==> src/rtl/ddr_rd_pixel_unpack_if.sv <==
// Handshake bundle between the DDR prefetch FIFO / timing generator and the
// RGB565 pixel unpacker.
interface ddr_rd_pixel_unpack_if;
    logic        vs_in;
    logic        pix_req;
    logic        fifo_rd_en;
    logic        fifo_rd_vld;
    logic [31:0] fifo_rd_data;
    logic [15:0] pix_data;
    logic        pix_vld;
    logic        line_end;
    logic        frame_end;
    logic        resync_req;
    logic        underflow;
    logic [15:0] underflow_cnt;

    modport slave (
        input  vs_in, pix_req, fifo_rd_vld, fifo_rd_data,
        output fifo_rd_en, pix_data, pix_vld, line_end, frame_end,
               resync_req, underflow, underflow_cnt
    );

    modport master (
        output vs_in, pix_req, fifo_rd_vld, fifo_rd_data,
        input  fifo_rd_en, pix_data, pix_vld, line_end, frame_end,
               resync_req, underflow, underflow_cnt
    );
endinterface

==> src/rtl/ddr_rd_pixel_unpack.sv <==
// Pops 32-bit words from the DDR prefetch FIFO and streams them out as RGB565
// pixels on demand; underflow fills the frame. UNPACK_UNDERFLOW_CNT_EN adds the slot counter.
module ddr_rd_pixel_unpack #(
    parameter int          H_ACT      = 1024,
    parameter int          V_ACT      = 768,
    parameter logic [15:0] FILL_COLOR = 16'h0000
) (
    input  logic                  rd_clk,
    input  logic                  rd_rst,
    ddr_rd_pixel_unpack_if.slave  bus
);
    localparam int XW = $clog2(H_ACT);
    localparam int YW = (V_ACT > 1) ? $clog2(V_ACT) : 1;
    localparam logic [XW-1:0] X_LAST = XW'(H_ACT - 1);
    localparam logic [YW-1:0] Y_LAST = YW'(V_ACT - 1);

    typedef enum logic [1:0] {IDLE, PRIME, ACTIVE, ERR} state_t;

    state_t        state;
    logic [31:0]   hold;
    logic          hold_vld;
    logic          half;
    logic          err_pending;
    logic [XW-1:0] x;
    logic [YW-1:0] y;

    logic slot, serve, starve, fill, pop, x_last, f_last;

    always_comb begin
        slot   = bus.pix_req & ~bus.vs_in & (state != IDLE);
        serve  = slot & (state == ACTIVE) & hold_vld;
        starve = slot & ((state == PRIME) | ((state == ACTIVE) & ~hold_vld));
        fill   = starve | (slot & (state == ERR));
        x_last = (x == X_LAST);
        f_last = x_last & (y == Y_LAST);
        // A word popped alongside vs_in would be dropped by the abort, so don't take it.
        bus.fifo_rd_en = ~rd_rst & ~bus.vs_in & bus.fifo_rd_vld
                       & ((state == PRIME) | (state == ACTIVE))
                       & (~hold_vld | (bus.pix_req & half & (state == ACTIVE)));
        pop = bus.fifo_rd_en;
    end

    always_ff @(posedge rd_clk) begin
        if (rd_rst) begin
            state          <= IDLE;
            hold           <= '0;
            hold_vld       <= 1'b0;
            half           <= 1'b0;
            err_pending    <= 1'b0;
            x              <= '0;
            y              <= '0;
            bus.pix_data   <= '0;
            bus.pix_vld    <= 1'b0;
            bus.line_end   <= 1'b0;
            bus.frame_end  <= 1'b0;
            bus.resync_req <= 1'b0;
            bus.underflow  <= 1'b0;
        end else begin
            bus.pix_data   <= '0;
            bus.pix_vld    <= 1'b0;
            bus.line_end   <= 1'b0;
            bus.frame_end  <= 1'b0;
            bus.resync_req <= 1'b0;

            if (pop) begin
                hold     <= bus.fifo_rd_data;
                hold_vld <= 1'b1;
            end else if (serve & half) begin
                hold_vld <= 1'b0;
            end

            if (state == IDLE) begin
                if (bus.vs_in) begin
                    state <= PRIME;
                    if (err_pending) begin
                        bus.resync_req <= 1'b1;
                        hold_vld       <= 1'b0;
                        err_pending    <= 1'b0;
                    end
                end
            end else if (bus.vs_in) begin
                // Early frame start: throw away the partial frame and ask upstream to restart.
                state          <= PRIME;
                x              <= '0;
                y              <= '0;
                half           <= 1'b0;
                hold_vld       <= 1'b0;
                bus.resync_req <= 1'b1;
            end else if ((state == PRIME) & hold_vld & ~bus.pix_req) begin
                state <= ACTIVE;
            end

            if (slot) begin
                bus.pix_vld  <= 1'b1;
                bus.pix_data <= fill ? FILL_COLOR : (half ? hold[31:16] : hold[15:0]);
                if (serve) half <= ~half;
                if (starve) begin
                    state         <= ERR;
                    bus.underflow <= 1'b1;
                end
                if (x_last) begin
                    bus.line_end <= 1'b1;
                    x            <= '0;
                    y            <= f_last ? '0 : y + YW'(1);
                end else begin
                    x <= x + XW'(1);
                end
                if (f_last) begin
                    bus.frame_end <= 1'b1;
                    half          <= 1'b0;
                    state         <= IDLE;
                    err_pending   <= fill;
                end
            end
        end
    end

`ifdef UNPACK_UNDERFLOW_CNT_EN
    logic [15:0] ucnt;
    always_ff @(posedge rd_clk) begin
        if (rd_rst)                      ucnt <= '0;
        else if (fill && ucnt != 16'hFFFF) ucnt <= ucnt + 16'd1;
    end
    assign bus.underflow_cnt = ucnt;
`else
    assign bus.underflow_cnt = '0;
`endif

endmodule

==> src/flat_wrapper.sv <==
// flat-port wrapper written by rule: the top's interface ports become plain ports
module ddr_rd_pixel_unpack_flat 
#(
    parameter int          H_ACT      = 1024,
    parameter int          V_ACT      = 768,
    parameter logic [15:0] FILL_COLOR = 16'h0000
)
  (rd_clk, rd_rst, bus_vs_in, bus_pix_req, bus_fifo_rd_vld, bus_fifo_rd_data, bus_fifo_rd_en, bus_pix_data, bus_pix_vld, bus_line_end, bus_frame_end, bus_resync_req, bus_underflow, bus_underflow_cnt);
  ddr_rd_pixel_unpack_if bus_i ();
  input  logic rd_clk;
  input  logic rd_rst;
  input wire logic [$bits(bus_i.vs_in)-1:0] bus_vs_in;
  input wire logic [$bits(bus_i.pix_req)-1:0] bus_pix_req;
  input wire logic [$bits(bus_i.fifo_rd_vld)-1:0] bus_fifo_rd_vld;
  input wire logic [$bits(bus_i.fifo_rd_data)-1:0] bus_fifo_rd_data;
  output wire logic [$bits(bus_i.fifo_rd_en)-1:0] bus_fifo_rd_en;
  output wire logic [$bits(bus_i.pix_data)-1:0] bus_pix_data;
  output wire logic [$bits(bus_i.pix_vld)-1:0] bus_pix_vld;
  output wire logic [$bits(bus_i.line_end)-1:0] bus_line_end;
  output wire logic [$bits(bus_i.frame_end)-1:0] bus_frame_end;
  output wire logic [$bits(bus_i.resync_req)-1:0] bus_resync_req;
  output wire logic [$bits(bus_i.underflow)-1:0] bus_underflow;
  output wire logic [$bits(bus_i.underflow_cnt)-1:0] bus_underflow_cnt;
  assign bus_i.vs_in = bus_vs_in;
  assign bus_i.pix_req = bus_pix_req;
  assign bus_i.fifo_rd_vld = bus_fifo_rd_vld;
  assign bus_i.fifo_rd_data = bus_fifo_rd_data;
  assign bus_fifo_rd_en = bus_i.fifo_rd_en;
  assign bus_pix_data = bus_i.pix_data;
  assign bus_pix_vld = bus_i.pix_vld;
  assign bus_line_end = bus_i.line_end;
  assign bus_frame_end = bus_i.frame_end;
  assign bus_resync_req = bus_i.resync_req;
  assign bus_underflow = bus_i.underflow;
  assign bus_underflow_cnt = bus_i.underflow_cnt;
  ddr_rd_pixel_unpack #(.H_ACT(H_ACT), .V_ACT(V_ACT), .FILL_COLOR(FILL_COLOR)) u_core (.rd_clk(rd_clk), .rd_rst(rd_rst), .bus(bus_i));
endmodule
==> config.mk <==
export PLATFORM = sky130hd
export DESIGN_NAME = ddr_rd_pixel_unpack_flat
export DESIGN_NICKNAME = d
export VERILOG_FILES = /design/src/rtl/ddr_rd_pixel_unpack_if.sv /design/src/rtl/ddr_rd_pixel_unpack.sv /design/src/flat_wrapper.sv
export SDC_FILE = /design/constraint.sdc
export NUM_CORES = 1
export LEC_CHECK = 0
export CAP_MARGIN = 10
export CORE_AREA = 2 2 86 88
export CTS_BUF_LIST = sky130_fd_sc_hd__clkbuf_16
export DETAILED_ROUTE_END_ITERATION = 7
export DIE_AREA = 0 0 88 90
export PLACE_DENSITY = 0.75
export SETUP_SLACK_MARGIN = 0.02
export SLEW_MARGIN = 20
export SYNTH_ARGS = -nofsm -noshare
export SYNTH_HDL_FRONTEND = slang
export SYNTH_SLANG_ARGS = --single-unit
export TNS_END_PERCENT = 100
==> constraint.sdc <==
create_clock -name rd_clk -period 2.66 [get_ports rd_clk]
set_input_delay 0.399 -clock rd_clk [delete_from_list [all_inputs] [get_ports rd_clk]]
set_output_delay 0.399 -clock rd_clk [all_outputs]
set_load 0.05 [all_outputs]
# After elaboration in Yosys (flattened, before gate mapping)
# Cells that the tools add are included.
# word_totals
regBits	78
in_bits	37
out_inout_bits	38
# op_classes
n_bitwise	27
n_mux	39
add_sub_neg	2
reduce_logical	7
eq_ne	6
# ops
cell	n
$mux W10	9
$mux W1	22
$add A10 B1 Y10 const B	2
$eq A10 B10 Y1 const B	2
$and A1 B1 Y1	17
$mux W16	1
$mux W2	7
$not A1 Y1	6
$eq A2 B2 Y1 const B	2
$or A1 B1 Y1	4
$reduce_and A2 Y1	2
$reduce_bool A2 Y1	2
$reduce_or A3 Y1	1
$eq A2 B1 Y1 const B	1
$logic_not A2 Y1	1
$ne A2 B1 Y1 const B	1
$reduce_or A2 Y1	1

# Depth between registers and ports, before layout
# depth
word_depth	11
mapped_depth	9

# Least setup slack after synthesis
# No wires, ideal clock.
# synth_path
path_kind	flip-flop to output port
startpoint	register u_core.state[0]
endpoint	output port bus_fifo_rd_en
path_slack_ps	579
stages_incl_launch_ff	7
arrival_time_ps	1682
path_buffers	2
required_time_ps	2261
path_cell_list	dfxtp_1 inv_1 ha_1 nand3_1 a2111oi_2 buf_2 buf_2
# synth_via
elab_chain_len	4
elab_cells_between_ends	7
classes_between	eq/ne: 2; bitwise: 5
# synth_lines
item	line	source
start: declaration	ddr_rd_pixel_unpack.sv:19	state_t state;
start signal: assignment	ddr_rd_pixel_unpack.sv:45	state <= IDLE;
start signal: assignment	ddr_rd_pixel_unpack.sv:74	state <= PRIME;
start signal: assignment	ddr_rd_pixel_unpack.sv:83	state <= PRIME;
$eq A2 B1 Y1 / $eq A2 B2 Y1 (equally long branches)	ddr_rd_pixel_unpack.sv:38, ddr_rd_pixel_unpack.sv:39	
$or A1 B1 Y1 / $and A1 B1 Y1 (equally long branches)	ddr_rd_pixel_unpack.sv:38, ddr_rd_pixel_unpack.sv:39	
$and A1 B1 Y1 / $or A1 B1 Y1 (equally long branches)	ddr_rd_pixel_unpack.sv:38, ddr_rd_pixel_unpack.sv:39	
$and A1 B1 Y1 (*)	ddr_rd_pixel_unpack.sv:39	& (~hold_vld | (bus.pix_req & half & (state == ACTIVE)));
end: declaration	flat_wrapper.sv:16	output wire logic [$bits(bus_i.fifo_rd_en)-1:0] bus_fifo_rd_en;
# Mark *: on every way between the ends. The rest lies on a longest branch, timed or not.

# Worst setup path in the final report
# Ends and elaborated chain as after synthesis.

==> metrics.yaml <==
cts:
  clock_sink_count: 78
  cts.hold.buffers_added: 0
  ctsResizeCount: 0
  clock_tree_from_tritoncts: "done"
  cts_setup_buffers: 0
  cts_htree_levels: 3
  clock_network_latency_to_the_later_pin_of_the_worst_skew_pair_ns: 0.33
  cts_inserted_buffers: 9
  ctsRootBufferMaster: "clkbuf_16"
  path_clk_slew_ns: 0.06
  max-clock-path-buffers: 2
timing:
  final_min_period_over_clock_period_pct: 88.2
  grt_setup_unrepaired: "false"
  timing_max_transition_violations_final: 0
  tns_ns: 0
  timing.hold.ws_ns: 0.458
  tightest_slew_ns: 0.648
  clock_skew_ns: 0.00690
  worst_slew_margin_rel_pct: 56.7
  upper_clock_frequency_limit_mhz: 426
  finalCriticalPeriod_ns: 2.34
  hold_viol: 0
  layout_setup_ws_ns: 0.315
  final-setup-viol-count: 0
placed_design:
  placed_area_um2: 4060
  port_buffers: 58
  dp_hpwl_um: 5030
  place.gp.congestion: 0.813
  placed_cells: 540
  dp_slack_ns: 0.304
pwr:
  total_internal_power_mw: 1.99
  power_per_cell_area_nw_per_um2: 597
  power_frac_seq_pct: 46.2
  clkPwrFrac_pct: 45.3
  switching_power_mw: 0.604
  pwr-share-comb_pct: 8.5
  worst_vdd_rail_ir_drop_mv: 0.281
  power.leakage_nw: 1.55
  switching_share_pct: 23.3
critical_path:
  regToRegStartpoint: "u_core.state[0]"
  worst_r2r_path_depth: 6
  cp_max_fo: 5
  cp_data_required_time_ns: 2.26
  worst_setup_path_end_kind: "primary output"
  worstPathArrival_ns: 1.95
  timing.setup.critical_path_class: "flip-flop to primary output"
  r2r-end: "u_core.y[3]"
  worst_setup_path_start_kind: "flip-flop"
  regToRegSetupSlack_ns: 0.59
synth:
  yosys_warnings: 0
  synth_top_area_share_pct: 46.2
  post_synth_edffs: 0
  synthFlopType: "dfxtp_1"
  synth_commonest_cells: "dfxtp_1 (78), nand2_1 (74), o21ai_0 (38)"
  synth-seq-cells: 78
  synthMostInstantiatedCell: "dfxtp_1"
  synthCells: 391
  synthTopCellsByArea: "dfxtp_1 (46%), nand2_1 (8.2%), o21ai_0 (5.6%)"
  ys_seq_area_share_pct: 46.2
  ys_async_sr_fraction_pct: 0
  synth.cell_area_um2: 3380
  netlist-cell-type-count: 48
  synthesis.area_per_instance_um2: 8.64
  yosys.area.top_type: "dfxtp_1"
drt:
  wl_per_cell_um: 13.2
  postRouteWirelength_um: 7320
  routed-via-count: 2899
  antenna_left: 0
  route.detailed.drc: 0
  drt_iter0_markers: 101
  first_pass_iters: 4
  drt_via_density: 5.22
die:
  ios: 75
  floorplan.rows: 31
  die_area_um2: 7920
  chipWidth_um: 88
  core_um2: 7020
  initial_utilization_pct: 48.1
  die_y_um: 90
final_layout:
  instances_no_fill: 555
  fraction_of_final_layout_cells_with_drive_strength_greater_than_1_pct: 8.33
  fin_nets: 496
  final.fill_count: 626
  layout-area-overhead-vs-synth_pct: 28.8
  finish.instance_area_um2: 4350
  diode_insertion_count_for_antenna_repair: 0
global_routing:
  gr_usage_total_pct: 19.4
  overflow: 0
  groute.layer.met1.usage_pct: 22.8
  grt_start_max_net_pins: 38
  grt_antenna_before_repair: 0
  top_usage_layer: "met2"
  vias_in_the_first_global_route: 2795
  grt.met3_usage_pct: 3.49
  grt_pass1_wl_um: 12300
  global_route.usage.met2_pct: 32.7
worst_hold_path:
  whs_endpoint: "u_core.hold[17]"
  hold_path.class: "flip-flop to flip-flop"
  min_from: "u_core.hold[17]"
  hold_depth: 2
run_status:
  outcome: "completed"
run:
  max-cap-violations: 0
[kinds of logic after synthesis]
| kind of cell | after synthesis | share of synthesized area (%) |
|---|---|---|
| flip-flops | 78 | 46.2 |
| AO/OA/AOI/OAI | 69 | 12.0 |
| multiplexers | 18 | 5.37 |
| XOR/XNOR | 5 | 1.30 |
| AND/OR/NAND/NOR | 169 | 25.0 |
| buffers and inverters | 44 | 7.34 |
| other | 1 | 0.111 |
| adder cells (fa/ha/maj) | 7 | 2.59 |
[layout by cell type, fill, tap and decap left out, types with 9 or more instances in the layout]
cell type | netlist | final
mux2i_1 | 17 | 17
o21ai_0 | 38 | 38
a21oi_1 | 12 | 12
nand3_1 | 21 | 21
clkbuf_16 | 0 | 9
nor2_1 | 22 | 22
buf_4 | 17 | 14
clkdlybuf4s50_1 | 0 | 57
nand2_1 | 74 | 74
nand4_1 | 10 | 10
dfxtp_1 | 78 | 78
conb_1 | 1 | 16
[worst max-delay path by stage]
stage,from,to
after CTS,u_core.state[0],bus_fifo_rd_en
final,u_core.state[0],bus_fifo_rd_en
after global routing,u_core.state[0],bus_fifo_rd_en
after detailed placement,bus_vs_in,u_core.hold[9]
after floorplan,u_core.state[0],bus_fifo_rd_en
after global placement,bus_vs_in,bus_fifo_rd_en
[power groups by stage]
stage                     logic, mW  registers [mW]  clock network [mW]
after CTS                     0.221            1.20                1.20
after floorplan               0.141            1.23                   0
final                         0.221            1.20                1.18
after global placement        0.217            1.22                   0
after detailed placement      0.219            1.23                   0
after global routing          0.238            1.20                1.25
[registers in the layout, indices dropped and copies added (netlist names), 2 cells and up]
| name | cells |
|---|---|
| u_core.x | 10 |
| u_core.state | 2 |
| u_core.y | 10 |
| u_core.hold | 32 |
| u_core.bus.pix_data | 16 |
[worst max-delay path, stage by stage (launching register included)]
cell       delay, ns
dfxtp_1         0.34
inv_1           0.11
ha_1            0.24
nand3_1         0.14
a2111oi_4       0.57
buf_12          0.21
[layout make-up]
class / instances / area [µm²] / share of cell area (%)
inverters: 6 / 22.5 / 0.518
flip-flops and latches: 78 / 1560 / 35.9
clock buffers: 9 / 225 / 5.18
well taps: 99 / 124 / 2.85
multi-input cells: 284 / 1640 / 37.6
clock inverters: 6 / 63.8 / 1.47
repair buffers: 73 / 716 / 16.5
[metal layers]
metal | vias to the layer above | share of wire, %
met3 | 18 | 3.6
met4 | 0 | 2.6
li1 | 1452 | -
met5 | - | 0
met2 | 62 | 50
met1 | 1367 | 44
[per-stage QoR]
step           utilization [%]  power, mW
6_report                  61.9       2.60
5_1_grt                   61.9       2.69
4_1_cts                   61.9       2.63
3_5_place_dp              57.8       1.44
3_3_place_gp              57.8       1.44
2_1_floorplan                -       1.37
No activity file was read; power rests on OpenSTA's default activity.
